--- src/rtl/nqueens_pkg.sv ---
// Shared constants, scheduler state encoding and the mirror-symmetry helper
// for the N-Queens job scheduler.
package nqueens_pkg;

  localparam int N_WIDTH   = 5;
  localparam int SUM_WIDTH = 24;
  localparam int N_MAX     = 16;

  typedef enum logic [1:0] {
    ST_IDLE,
    ST_RUN,
    ST_DONE
  } sched_state_e;

  // For odd n the middle column is its own mirror image, so it counts once.
  function automatic logic is_mid_col(input logic [N_WIDTH-1:0] n,
                                      input logic [N_WIDTH-1:0] col);
    return n[0] && (col == ((n - 1'b1) >> 1));
  endfunction

endpackage

--- src/rtl/nqueens_lowest_pick.sv ---
// Lowest-index priority encoder: reports whether any request is set and the
// index of the lowest one.
module nqueens_lowest_pick #(
  parameter int WIDTH = 4,
  parameter int IDX_W = (WIDTH > 1) ? $clog2(WIDTH) : 1
) (
  input  logic [WIDTH-1:0] req,
  output logic             valid,
  output logic [IDX_W-1:0] idx
);

  always_comb begin
    valid = |req;
    idx   = '0;
    for (int i = WIDTH - 1; i >= 0; i--) begin
      if (req[i]) idx = IDX_W'(i);
    end
  end

endmodule

--- src/rtl/nqueens_job_scheduler.sv ---
// Splits one N-Queens count into first-row-column jobs (left half only, using
// mirror symmetry), dispatches them to a worker pool and accumulates the total.
module nqueens_job_scheduler #(
  parameter int NUM_WORKERS = 4,
  parameter int N_WIDTH     = nqueens_pkg::N_WIDTH,
  parameter int SUM_WIDTH   = nqueens_pkg::SUM_WIDTH
) (
  input  logic                             clk,
  input  logic                             reset,
  input  logic                             start,
  input  logic [N_WIDTH-1:0]               n_in,
  output logic                             busy,
  output logic                             done,
  output logic                             error,
  output logic [SUM_WIDTH-1:0]             total,
  output logic [NUM_WORKERS-1:0]           wk_start,
  output logic [N_WIDTH-1:0]               wk_n,
  output logic [NUM_WORKERS*N_WIDTH-1:0]   wk_col,
  input  logic [NUM_WORKERS-1:0]           wk_done,
  input  logic [NUM_WORKERS*SUM_WIDTH-1:0] wk_sum
);
  import nqueens_pkg::*;

  localparam int IDX_W = (NUM_WORKERS > 1) ? $clog2(NUM_WORKERS) : 1;
  localparam int ACC_W = SUM_WIDTH + 1;

  sched_state_e           state_q, state_d;
  logic [N_WIDTH-1:0]     n_q, n_d;
  logic [N_WIDTH-1:0]     next_col_q, next_col_d;
  logic [N_WIDTH-1:0]     last_col_q, last_col_d;
  logic [ACC_W-1:0]       acc_q, acc_d;
  logic                   error_q, error_d;
  logic [NUM_WORKERS-1:0] wbusy_q, wbusy_d;
  logic [N_WIDTH-1:0]     col_q [NUM_WORKERS];
  logic [N_WIDTH-1:0]     col_d [NUM_WORKERS];
  logic [SUM_WIDTH-1:0]   sum_arr [NUM_WORKERS];

  logic                   n_legal, start_ok, cols_left;
  logic                   disp_valid, coll_valid;
  logic [IDX_W-1:0]       disp_idx, coll_idx;
  logic [NUM_WORKERS-1:0] disp_onehot;

  for (genvar i = 0; i < NUM_WORKERS; i++) begin : g_sum
    assign sum_arr[i] = wk_sum[i*SUM_WIDTH +: SUM_WIDTH];
  end

  assign n_legal   = (n_in != '0) && (n_in <= N_WIDTH'(N_MAX));
  assign start_ok  = start && (state_q != ST_RUN);
  assign cols_left = (state_q == ST_RUN) && (next_col_q <= last_col_q);

  nqueens_lowest_pick #(.WIDTH(NUM_WORKERS), .IDX_W(IDX_W)) u_disp_pick (
    .req   (~wbusy_q & {NUM_WORKERS{cols_left}}),
    .valid (disp_valid),
    .idx   (disp_idx)
  );

  assign disp_onehot = disp_valid ? (NUM_WORKERS'(1) << disp_idx) : '0;

  nqueens_lowest_pick #(.WIDTH(NUM_WORKERS), .IDX_W(IDX_W)) u_coll_pick (
    .req   (wbusy_q & wk_done & ~disp_onehot),
    .valid (coll_valid),
    .idx   (coll_idx)
  );

  // NOTE: every always_comb output gets a default first so no path can infer a latch.
  always_comb begin
    n_d        = n_q;
    next_col_d = next_col_q;
    last_col_d = last_col_q;
    acc_d      = acc_q;
    error_d    = error_q;
    wbusy_d    = wbusy_q;
    col_d      = col_q;
    if (start_ok) begin
      n_d        = n_in;
      acc_d      = '0;
      next_col_d = '0;
      last_col_d = (n_in - 1'b1) >> 1;
      error_d    = !n_legal;
      wbusy_d    = '0;
    end else if (state_q == ST_RUN) begin
      if (disp_valid) begin
        wbusy_d[disp_idx] = 1'b1;
        col_d[disp_idx]   = next_col_q;
        next_col_d        = next_col_q + 1'b1;
      end
      if (coll_valid) begin
        wbusy_d[coll_idx] = 1'b0;
        acc_d = acc_q + (is_mid_col(n_q, col_q[coll_idx]) ? {1'b0, sum_arr[coll_idx]}
                                                          : {sum_arr[coll_idx], 1'b0});
      end
    end
  end

  always_comb begin
    state_d = state_q;
    unique case (state_q)
      ST_IDLE, ST_DONE: if (start) state_d = n_legal ? ST_RUN : ST_DONE;
      ST_RUN:  if ((next_col_d > last_col_q) && (wbusy_d == '0)) state_d = ST_DONE;
      default: state_d = ST_IDLE;
    endcase
  end

  // NOTE: sequential state uses non-blocking assignments so all flops update together.
  always_ff @(posedge clk) begin
    if (reset) begin
      state_q    <= ST_IDLE;
      n_q        <= '0;
      next_col_q <= '0;
      last_col_q <= '0;
      acc_q      <= '0;
      error_q    <= 1'b0;
      wbusy_q    <= '0;
      // NOTE: the column registers feed wk_col directly, so they are reset too.
      for (int i = 0; i < NUM_WORKERS; i++) col_q[i] <= '0;
    end else begin
      state_q    <= state_d;
      n_q        <= n_d;
      next_col_q <= next_col_d;
      last_col_q <= last_col_d;
      acc_q      <= acc_d;
      error_q    <= error_d;
      wbusy_q    <= wbusy_d;
      col_q      <= col_d;
    end
  end

  // A dispatched worker sees its new column in the same cycle as its wk_start.
  always_comb begin
    busy     = (state_q == ST_RUN);
    done     = (state_q == ST_DONE);
    error    = error_q;
    total    = acc_q[SUM_WIDTH-1:0];
    wk_start = disp_onehot;
    wk_n     = n_q;
    wk_col   = '0;
    for (int i = 0; i < NUM_WORKERS; i++) begin
      wk_col[i*N_WIDTH +: N_WIDTH] = disp_onehot[i] ? next_col_q : col_q[i];
    end
  end

endmodule

--- config.mk ---
export PLATFORM = sky130hd
export DESIGN_NAME = nqueens_job_scheduler
export DESIGN_NICKNAME = d
export VERILOG_FILES = /design/src/rtl/nqueens_pkg.sv /design/src/rtl/nqueens_lowest_pick.sv /design/src/rtl/nqueens_job_scheduler.sv
export SDC_FILE = /design/constraint.sdc
export NUM_CORES = 1
export LEC_CHECK = 0
export BUFFER_PORTS_ARGS = -buffer_cell sky130_fd_sc_hd__buf_2
export CAP_MARGIN = 20
export CORE_MARGIN = 5
export CORE_UTILIZATION = 50
export CTS_CLUSTER_DIAMETER = 30
export DETAILED_ROUTE_END_ITERATION = 8
export PLACE_DENSITY = 0.87
export SLEW_MARGIN = 30
export SYNTH_ARGS = -nofsm -noshare
export SYNTH_HDL_FRONTEND = slang
export SYNTH_SLANG_ARGS = --single-unit
--- constraint.sdc ---
create_clock -name clk -period 16.7 [get_ports clk]
set_input_delay 3.34 -clock clk [delete_from_list [all_inputs] [get_ports clk]]
set_output_delay 3.34 -clock clk [all_outputs]
set_load 0.03 [all_outputs]
== Word level (Yosys, flattened, before mapping) ==
Cells that the tools add are included.
Cells by class
  add/subtract/negate cells: 4
  magnitude comparators: 10
  eq/ne operators: 6
  shift operators: 1
  muxes and demuxes: 40
  bitwise gates (word level): 11
  reduce and logical (&&, ||, !) cells: 19
Operators by type and width (count)
  $mux 5: 10
  $bmux 24 s2: 1
  $mux 24: 2
  $mux 4: 7
  $add 25x25->25: 1
  $mux 25: 1
  $mux 2: 11
  $bwmux 20: 1
  $and 4x4->4: 4
  $not 4->4: 3
  $bmux 5 s2: 1
  $demux 5 s2: 1
  $sub 5x1->5 const B: 2
  $logic_and 1x1->1: 8
  $reduce_or 4->1: 2
  $ge 3x3->1 const B: 2
  $lt 2x3->1 const B: 2
  $not 2->3: 2
  $add 5x1->5 const B: 1
  $eq 5x4->1: 1
  $gt 5x4->1: 1
  $le 5x4->1: 1
  $le 5x5->1 const B: 1
  $reduce_bool 5->1: 1
  18 further kinds: 24
Word-level totals
  flip-flop bits (word level): 66
  bits of input ports: 108
  output and inout port bits: 56

== Longest topological paths before layout ==
Gate-level depths: netlist of the first run.
  depth after elaboration: 28
  gate-level depth with buffers: 23
  gate-level depth less buffers: 20

== Modules after synthesis ==
A second synthesis of the first run with hierarchy kept.
Second synthesis, totals
  cell total of the unflattened synthesis: 656
  area, all modules: 5392.7 um2
Modules (own cells, without submodules)
  nqueens_job_scheduler: times used 1, cells each 642, area an instance 5322.6 um2, sequential area each 1301.2 um2
  nqueens_lowest_pick: times used 2, cells each 7, area an instance 35.0 um2, sequential area each 0.0 um2

== Worst setup path before layout of the first run ==
No wires, ideal clock.
  path kind: input to register
  start: input port wk_done[2]
  end: register acc_q[22]
  arrival: 7.669 ns
  slack: 8.912 ns
  stages on the path: 21
  cell sequence: buf_2 a22o_1 o21a_1 buf_6 o2111ai_2 xnor2_1 o2111a_1 and2_1 clkbuf_1 buf_2 mux2_2 ha_1 nor2b_1 o31ai_2 a2111oi_0 or4_1 a31o_2 a211o_1 o31ai_2 xor2_1 o21ai_1
Between the ends
  word-level cells in the longest chain between the ends: 13
  elaborated cells on any way between the ends: 18
RTL lines
  from (decl): line nqueens_job_scheduler.sv:19  | input logic [NUM_WORKERS-1:0] wk_done,
  $and 4x4->4 (*) (2 in series): line nqueens_job_scheduler.sv:60  | .req (wbusy_q & wk_done & ~disp_onehot),
  $mux 2 (3 in series): line nqueens_lowest_pick.sv:16  | if (req[i]) idx = IDX_W'(i);
  $not 2->3 (implied by the code): line nqueens_job_scheduler.sv:89, nqueens_job_scheduler.sv:90
  $bmux 5 s2: line nqueens_job_scheduler.sv:89  | acc_d = acc_q + (is_mid_col(n_q, col_q[coll_idx]) ? {1'b0, sum_arr[coll_idx]}
  $mux 5 (implied by the code) (2 in series): line nqueens_job_scheduler.sv:89
  $eq 5x4->1: line nqueens_pkg.sv:18  | return n[0] && (col == ((n - 1'b1) >> 1));
  $logic_and 1x1->1: line nqueens_pkg.sv:18
  $mux 25: line nqueens_job_scheduler.sv:89
  $add 25x25->25: line nqueens_job_scheduler.sv:89
  to (signal assigned): line nqueens_job_scheduler.sv:111  | acc_q <= '0;
  to (signal assigned): line nqueens_job_scheduler.sv:121  | acc_q <= acc_d;
  to (decl): line nqueens_job_scheduler.sv:31  | logic [ACC_W-1:0] acc_q, acc_d;
Every way passes the cells marked *; elsewhere a longest branch is shown, timed or not. The select of a mux whose other input is x is not followed.
A chain may end at the register's enable or synchronous reset.

== Worst setup path after layout of the first run ==
  start: input port wk_done[1]
  end: register acc_q[22]
Between the ends
  word-level cells in the longest chain between the ends: 12
  elaborated cells on any way between the ends: 17
RTL lines (line)
  $and 4x4->4 (*) (2 in series): nqueens_job_scheduler.sv:60
  $mux 2 (2 in series): nqueens_lowest_pick.sv:16
  $not 2->3 (implied by the code): nqueens_job_scheduler.sv:89, nqueens_job_scheduler.sv:90
  $bmux 5 s2: nqueens_job_scheduler.sv:89
  $mux 5 (implied by the code) (2 in series): nqueens_job_scheduler.sv:89
  $eq 5x4->1: nqueens_pkg.sv:18
  $logic_and 1x1->1: nqueens_pkg.sv:18
  $mux 25: nqueens_job_scheduler.sv:89
  $add 25x25->25: nqueens_job_scheduler.sv:89
Marks and branches as above.

==> flow_metrics.tcl, run 1 <==
set metrics [dict create \
    outcome "finished clean" \
    crit_cells 20 \
    relSlewSlack_pct 49.48 \
    hold_path_class "flip-flop to flip-flop" \
    antenna_left 0 \
    layout-drive-gt1-share_pct 27.93 \
    avgSynthCellArea_um2 7.468 \
    final-setup-viol-count 0 \
    start_util_pct 51.49 \
    ys_async_sr_fraction_pct 0 \
    use_met1_pct 28.60 \
    fp-row-count 36 \
    grt_first_pass_wirelength_mm 24.96 \
    coreArea_um2 9819 \
    ys_seq_area_share_pct 25.74 \
    tightest_slew_ps 757.8 \
    endpoint "acc_q[22]" \
    die_area_um2 12220 \
    dp_hpwl_mm 11.79 \
    clock_skew_ps 18.24 \
    timing.final.ws_setup_ps 8151 \
    cp_common_cell "o31ai_2" \
    cp_max_fo 25 \
    worstSetupStartpointType "input pin" \
    via_per_inst 5.703 \
    cts_tree "yes" \
    vias 5475 \
    fin_crit_sh_pct 51.19 \
    syn_inst 677 \
    drc 0 \
    grt_usage_pct 24.35 \
    ctsHoldBuffers 0 \
    startpoint "wk_done[1]" \
    slowest_stage "or4_1" \
    clock-sinks 65 \
    fillers 895 \
    critPathMaxStageDelay_ps 540 \
    io_buffers 163 \
    met2_usage_pct 40.94 \
    crit_chain "buf_2, a22oi_4, nand3_2, o221ai_1, mux2i_1, o2111a_1, and2_1, buf_4, mux2_2, inv_1, fa_1, nor2b_1, o31ai_2, a2111oi_0, or4_1, a31o_2, a211o_1, o31ai_2, xor2_1, o21ai_1" \
    synth_ff_type "dfxtp_1" \
    hold_depth 2 \
    critical_path_buf_inv_count 3 \
    drtIter0Drc 350 \
    end_kind "flip-flop" \
    synth_edf_count 0 \
    fin_tns_setup_ps 0 \
    crit_type "input pin to flip-flop" \
    cap_violations 0 \
    r2r-start "wbusy_q[1]" \
    grt_setup_unrepaired "no" \
    synth-seq-cells 65 \
    grt_pass1_vias 5242 \
    regToRegSetupSlack_ps 10830 \
    cp_top_family "compound AO/OA/AOI/OAI gates" \
    maxSlewViolCount 0 \
    p_leak_nw 2.925 \
    gr-usage-met3_pct 6.893 \
    post-place-ws_ps 7790 \
    grt-ovfl-total 0 \
    required_ps 16950 \
    grt_max_degree 43 \
    clk_pin_slew_ps 80 \
    dr.pass1.iters 4 \
    synthToLayoutAreaGrowth_pct 22.02 \
    chipWidth_um 110.6 \
    layout_common_cells "buf_2 (163), nor2_1 (89), nand2_1 (73), dfxtp_1 (65), a21oi_1 (40)" \
    rr_worst_depth 19 \
    min_period_ps 8549 \
    routedWlPerCell_um 15.86 \
    ys_types 61 \
    drt_wl_total_mm 15.23 \
    cts.htree.levels 3 \
    max_freq_mhz 117.0 \
    final_common_cell "buf_2" \
    synth_nets 821 \
    die_y_um 110.6 \
    antenna_found_initial 0 \
    gp_congestion 0.9610 \
    post_cts_buffers 0 \
    nNetsFinal 966 \
    postCtsResizedCells 0 \
    cp.arrival_ps 8800 \
    cts_buffer_depth 2 \
    grt_busiest_layer "met2" \
    cts_root_buffer "clkbuf_8" \
    vdd_drop_max_v 0.00003957 \
    whs_ps 471.5 \
    clk_latency_ps 360 \
    numCtsBuffers 9 \
    r2r-end "acc_q[22]" \
    diodes 0 \
    power_density_nw_per_um2 63.51 \
    ios 164 \
    finalHoldViolations 0 \
    synth_warnings 0 \
    syn_area_um2 5056 \
]
[per-stage QoR]
stage                     utilization (%)  std cells  instance area [µm²]  power, mW
after global placement              60.38        944                 5929     0.2323
after detailed placement            60.38        944                 5929     0.2337
after global routing                62.83        960                 6170     0.4075
after CTS                           62.81        960                 6167     0.3928
final                               62.83        960                 6170     0.3918
after floorplan                         -        677                 5056     0.2081
[logic make-up (layout without fill, tap and decap cells)]
family                   count (synthesis)  after routing  synth area share [%]
AO/OA/AOI/OAI                          158            158                 21.01
buffers and inverters                   64            214                 5.345
adder cells (fa/ha/maj)                 36             36                 9.057
flip-flops                              65             65                 25.74
XOR/XNOR                                25             25                 4.331
multiplexers                            30             30                 6.632
AND/OR/NAND/NOR                        299            299                 27.89
[sequential cells by signal (all words and copies together) (netlist names)]
| signal | cells |
|---|---|
| acc_q | 24 |
| col_q | 20 |
| next_col_q | 5 |
| wk_n | 5 |
| last_col_q | 4 |
| wbusy_q | 4 |
| state_q | 2 |
| error | 1 |
[power by group]
group	internal (mW)	switching, mW
Combinational	0.0300	0.0400
Sequential	0.158	0.00289
Clock	0.0933	0.0678
Total	0.281	0.111
[tightest hold or removal path, stage by stage, from the launching register on]
cell     delay [ps]
dfxtp_1         330
nand2_1          50
a21oi_1          50
[routing by layer]
metal  vias up  routed length (µm)
met5         -                   0
met4         0                 540
met3        44                1098
met2       224                7180
met1      2491                6406
li1       2716                   -
[worst min path at each step]
stage                      to       from
CTS                 acc_q[15]  acc_q[15]
global placement    acc_q[21]  acc_q[21]
floorplan           col_q[14]  col_q[14]
finish              acc_q[15]  acc_q[15]
detailed placement  acc_q[15]  acc_q[15]
global route         acc_q[7]   acc_q[7]
[cells in the mapped netlist, types with 5 or more instances]
cell      count  share of area (%)
ha_1         35                8.7
nand4_1      11                1.4
a21oi_1      40                4.0
a211oi_1     11                1.6
nand3_1      25                2.5
nand2b_1      6               0.74
dfxtp_1      65                 26
nand2_1      74                5.5
mux2_2       28                6.2
o21a_1       10                1.5
and3_1        8               0.99
inv_1        28                2.1
nor2_1       89                6.6
xor2_1       12                2.1
nor3_1       37                3.7
a21o_1       10                1.5
and2_1        5               0.62
o21ai_0      25                2.5
xnor2_1      13                2.3
nor2b_1      25                3.1
o22ai_1      24                3.0
buf_2         6               0.59
clkbuf_1     24                1.8
[final cells by class]
type	count	area, µm²	area share [%]
well taps	133	166.4	2.697
inverters	28	105.1	1.704
multi-input cells	548	3491	56.58
flip-flops and latches	65	1301	21.09
clock inverters	5	86.33	1.399
repair buffers	170	868.3	14.07
clock buffers	11	151.4	2.454
(Power assumes the default switching activity.)
==> run 2: changes to the inputs <==
CORE_UTILIZATION = 47   (was 50)
PLACE_DENSITY = 0.86   (was 0.87)
clock period = 7.6 ns   (was 16.7 ns; I/O delays follow)
==> run 2 against run 1 <==
- wire length is 1.9% lower
- register-to-register slack worse by 8700 ps
- count of clock-buffer cells in the layout stayed put
- utilization is 4.2 points lower
- hold slack better by 7.9 ps
- power is 97% higher
- critical endpoint unchanged
- largest cell class unchanged
- highest routed layer unchanged
==> flow_metrics.tcl, run 2 (synthesis gave the netlist of run 1 again) <==
set metrics [dict create \
    grt_first_pass_wirelength_mm 23.74 \
    outcome "finished clean" \
    die_y_um 113.7 \
    regMostFlops "acc_q" \
    ios 164 \
    rr_worst_depth 19 \
    drt_wl_total_mm 14.94 \
    vdd_drop_max_v 0.00009720 \
    antenna_found_initial 0 \
    start_util_pct 48.54 \
    placed_area_um2 5933 \
    r2r-start "wbusy_q[2]" \
    grt_usage_pct 22.46 \
    p_int_mw 0.5325 \
    routedWlPerCell_um 15.51 \
    switchingPower_mw 0.2404 \
    fp-row-count 37 \
    crit_chain "buf_2, a22o_1, o21a_1, buf_4, o2111ai_2, xnor2_1, o2111a_1, and2_1, buf_4, mux2_2, ha_1, nor2b_1, o31ai_2, a2111oi_0, or4_1, a31o_2, a211o_1, o31ai_2, xor2_1, o21ai_1" \
    power_density_nw_per_um2 126.6 \
    dr.pass1.iters 7 \
    crit_type "input pin to flip-flop" \
    via_per_inst 5.593 \
    fillers 984 \
    timing.final.ws_setup_ps 1446 \
    max_freq_mhz 162.5 \
    antenna_left 0 \
    regToRegSetupSlack_ps 2140 \
    cp.arrival_ps 6400 \
    vias 5386 \
    layout-drive-gt1-share_pct 27.57 \
    synthToLayoutAreaGrowth_pct 20.76 \
    grt_setup_unrepaired "no" \
    numCtsBuffers 9 \
    cts.htree.levels 3 \
    switching_share_pct 31.10 \
    final_area_um2 6106 \
    p_clk_share_pct 34.6 \
    grt-ovfl-total 0 \
    endpoint "acc_q[22]" \
    slowest_stage "or4_1" \
    cap_violations 0 \
    grt_pass1_vias 5065 \
    relSlewSlack_pct 37.23 \
    postCtsResizedCells 0 \
    nNetsFinal 966 \
    clock-sinks 65 \
    grt_max_degree 43 \
    maxSlewViolCount 0 \
    clk_latency_ps 360 \
    critPathMaxStageDelay_ps 540 \
    chipWidth_um 113.7 \
    die_area_um2 12930 \
    drc 0 \
    reg.largest.list "acc_q: 24 flops, col_q: 20 flops" \
    fin_crit_sh_pct 80.98 \
    ctsHoldBuffers 0 \
    post_cts_buffers 0 \
    power_frac_seq_pct 45.6 \
    drtIter0Drc 359 \
    coreArea_um2 10420 \
    finalHoldViolations 0 \
    cts_tree "yes" \
    worstSetupStartpointType "input pin" \
    dp_hpwl_mm 11.62 \
    tightest_slew_ps 941.5 \
    hold_path_class "flip-flop to flip-flop" \
    cts_buffer_depth 2 \
    largest_reg_flops 24 \
    io_buffers 163 \
    cp_max_fo 26 \
    cts_root_buffer "clkbuf_8" \
    p_comb_share_pct 19.8 \
    startpoint "wk_done[2]" \
    required_ps 7850 \
    final_common_cell "buf_2" \
    clock_skew_ps 10.87 \
    final-setup-viol-count 0 \
    min_period_ps 6154 \
    p_leak_nw 2.883 \
    post-place-ws_ps 1211 \
    layout_common_cells "buf_2 (163), nor2_1 (89), nand2_1 (74), dfxtp_1 (65), a21oi_1 (40)" \
    diodes 0 \
    r2r-end "acc_q[22]" \
    gp_congestion 0.8997 \
    clk_pin_slew_ps 80 \
    fin_tns_setup_ps 0 \
    end_kind "flip-flop" \
]
==> run 2: cell count changes in the layout (fill, tap and decap cells not counted) <==
cell / change
nand2_2: -1
clkinvlp_4: +2
clkbuf_1: +2
nand2_1: +1
clkbuf_8: -2
bufinv_16: -2
==> run 2: how the worst min path moves through the flow <==
stage / from / cells past startpoint / slack (ps) / to
finish: acc_q[7] / 2 / 480 / acc_q[7]
global route: acc_q[7] / 2 / 500 / acc_q[7]
CTS: acc_q[7] / 2 / 480 / acc_q[7]
detailed placement: acc_q[18] / 2 / 470 / acc_q[18]
global placement: acc_q[21] / 2 / 460 / acc_q[21]
floorplan: col_q[14] / 2 / 450 / col_q[14]
==> run 2: stage by stage <==
| step | std cells | total power [mW] | hold WS [ps] | utilization (%) |
|---|---|---|---|---|
| finish | 963 | 0.7729 | 479.4 | 58.62 |
| global placement | 947 | 0.5088 | 459.6 | 56.96 |
| CTS | 963 | 0.7763 | 484.0 | 58.62 |
| global route | 963 | 0.8118 | 499.3 | 58.62 |
| floorplan | 677 | 0.4574 | 446.4 | - |
| detailed placement | 947 | 0.5122 | 471.8 | 56.96 |
==> run 2: critical path, delay by kind of cell <==
kind                     cells  cell delay, ps
multiplexers                 1             380
adder cells (fa/ha/maj)      1             310
AO/OA/AOI/OAI               10            2260
XOR/XNOR                     2             330
buffers and inverters        3             730
AND/OR/NAND/NOR              3             840
==> run 2: metal layers <==
| layer | track usage, % | vias up | share of wire (%) | wire (µm) |
|---|---|---|---|---|
| li1 | - | 2717 | - | - |
| met1 | 27.71 | 2439 | 43 | 6444 |
| met2 | 37.18 | 198 | 46 | 6839 |
| met3 | 6.260 | 32 | 9.0 | 1338 |
| met4 | 8.574 | 0 | 2.1 | 318 |
| met5 | 0 | - | 0 | 0 |
==> run 2: power groups by stage <==
stage | Sequential [mW] | Combinational, mW | Clock [mW]
after floorplan | 0.364 | 0.0936 | 0
after global placement | 0.361 | 0.148 | 0
after detailed placement | 0.361 | 0.151 | 0
after CTS | 0.353 | 0.152 | 0.271
after global routing | 0.354 | 0.170 | 0.288
final | 0.353 | 0.153 | 0.267
==> run 2: cell type report <==
type / count / area, µm² / area share [%]
clock inverter: 5 / 41.29 / 0.6762
multi-input combinational: 548 / 3488 / 57.13
clock buffer: 11 / 131.4 / 2.152
inverter: 28 / 105.1 / 1.721
sequential: 65 / 1301 / 21.31
timing repair buffer: 170 / 868.3 / 14.22
tap: 136 / 170.2 / 2.787
==> run 3: changes to the inputs <==
clock period = 5.35 ns   (was 7.6 ns; I/O delays follow)
==> run 3 against run 2 <==
- sequential power grew 42%
- via count grew 5.0%
- global-route usage is 1.4 points higher
==> flow_metrics.tcl, run 3 (synthesis gave the netlist of run 1 again) <==
set metrics [dict create \
    outcome "finished clean" \
    relSlewSlack_pct 36.55 \
    crit_cells 20 \
    hold_path_class "flip-flop to flip-flop" \
    antenna_found_initial 0 \
    grt_pass1_vias 5299 \
    gp_congestion 0.9505 \
    ios 164 \
    worstSetupStartpointType "input pin" \
    critPathMaxStageDelay_ps 560 \
    dp_hpwl_mm 12.59 \
    p_total_mw 1.190 \
    seqCellArea_um2 1301 \
    layout_common_cells "buf_2 (163), nor2_1 (89), nand2_1 (74), dfxtp_1 (65), buf_4 (42)" \
    finalHoldViolations 0 \
    numCtsBuffers 9 \
    multi_input_area_um2 3578 \
    clk_pin_slew_ps 80 \
    drc 0 \
    fin_tns_setup_ps 0 \
    timing.final.ws_setup_ps 275.8 \
    power_density_nw_per_um2 182.5 \
    synthToLayoutAreaGrowth_pct 28.95 \
    maxSlewViolCount 0 \
    required_ps 5590 \
    crit_chain "buf_2, a22o_1, o21a_1, o2111ai_2, xnor2_1, o2111a_1, and2_1, buf_12, mux2_2, inv_1, fa_1, nor2b_4, o31ai_4, a2111oi_2, or4_1, a31o_2, a211o_1, o31ai_2, xor2_1, o21ai_1" \
    grt_usage_pct 23.88 \
    final-setup-viol-count 0 \
    clock-sinks 65 \
    instances_no_fill 999 \
    layout-drive-gt1-share_pct 31.98 \
    critical_path_buf_inv_count 3 \
    drt_wl_total_mm 16.00 \
    final_util_pct 62.59 \
    end_kind "flip-flop" \
    via_per_inst 5.660 \
    nNetsFinal 1002 \
    diodes 0 \
    antenna_left 0 \
    slowest_stage "or4_1" \
    cts_root_buffer "clkbuf_8" \
    cts_buffer_depth 2 \
    clock_skew_ps 10.72 \
    grt_max_degree 43 \
    cap_violations 0 \
    cp_max_fo 13 \
    p_leak_nw 3.111 \
    grt_setup_unrepaired "no" \
    cp.arrival_ps 5320 \
    cts_tree "yes" \
    drtIter0Drc 357 \
    tightest_slew_ps 948.3 \
    regMostFlops "acc_q" \
    regToRegSetupSlack_ps 500 \
    reg.largest.list "acc_q: 24 flops, col_q: 20 flops" \
    vdd_drop_max_v 0.0001669 \
    post-place-ws_ps -125.8 \
    hold_depth 2 \
    ctsHoldBuffers 0 \
    chipWidth_um 113.7 \
    r2r-start "wk_n[0]" \
    grt_first_pass_wirelength_mm 25.46 \
    final_common_cell "buf_2" \
    fillers 962 \
    dp_cells 981 \
    rr_worst_depth 21 \
    min_from "acc_q[15]" \
    cp_top_family "compound AO/OA/AOI/OAI gates" \
    crit_type "input pin to flip-flop" \
    cts.htree.levels 3 \
    dr.pass1.iters 5 \
    routedWlPerCell_um 16.02 \
    grt-ovfl-total 0 \
    coreArea_um2 10420 \
    io_buffers 163 \
    die_y_um 113.7 \
    start_util_pct 48.54 \
    die_area_um2 12930 \
    vias 5654 \
    min_period_ps 5074 \
    clk_latency_ps 350 \
    largest_reg_flops 24 \
    r2r-end "acc_q[22]" \
    min_to "acc_q[15]" \
    max_freq_mhz 197.1 \
    fin_crit_sh_pct 94.85 \
    fp-row-count 37 \
]
==> run 3: cell count changes in the layout (fill, tap and decap cells not counted), sizes merged <==
cell,before,now
buf,170,206
bufinv,0,1
clkinv,2,1
==> run 3: timing repair <==
action | 4_1_cts | 5_1_grt
setup buffers | 0 | 2
setup endpoints to repair | 0 | 2
resized for setup | 0 | 3
==> run 3: report_power, final <==
group          leakage, nW  switching, mW  internal, mW
Clock                0.102          0.211         0.243
Combinational         2.48          0.131         0.104
Sequential           0.526        0.00850         0.493
==> run 3: layer usage <==
layer  vias up  global-route usage, %  wire [µm]
li1       2788                      -          -
met4         0                  8.814        340
met1      2597                  31.64       7145
met5         -                      0          0
met2       242                  38.79       7378
met3        27                  4.244       1136
==> run 3: worst max-delay path by stage <==
| stage | start | to |
|---|---|---|
| final | wk_done[3] | acc_q[22] |
| after global routing | wk_done[1] | acc_q[22] |
| after CTS | wk_done[1] | acc_q[22] |
| after floorplan | wk_done[2] | acc_q[22] |
| after global placement | wk_done[1] | acc_q[22] |
| after detailed placement | wk_done[1] | acc_q[22] |
==> run 3: through the flow <==
step	hold slack, ps	instance area (µm²)
2_1_floorplan	446.4	5144
3_3_place_gp	457.9	6275
3_5_place_dp	472.0	6275
4_1_cts	482.6	6489
5_1_grt	508.8	6520
6_report	479.3	6520
==> run 3: final cells by class <==
| cell class | instances | area share (%) |
|---|---|---|
| Multi-Input combinational cell | 548 | 54.88 |
| Sequential cell | 65 | 19.96 |
| Timing Repair Buffer | 206 | 17.65 |
| Tap cell | 136 | 2.610 |
| Clock buffer | 11 | 2.322 |
| Inverter | 28 | 1.612 |
| Clock inverter | 5 | 0.9595 |
==> run 3: worst min-delay path, delay by kind of cell (launching register included) <==
family          cells  cell delay [ps]
compound gates      1               50
flops               1              330
simple gates        1               60
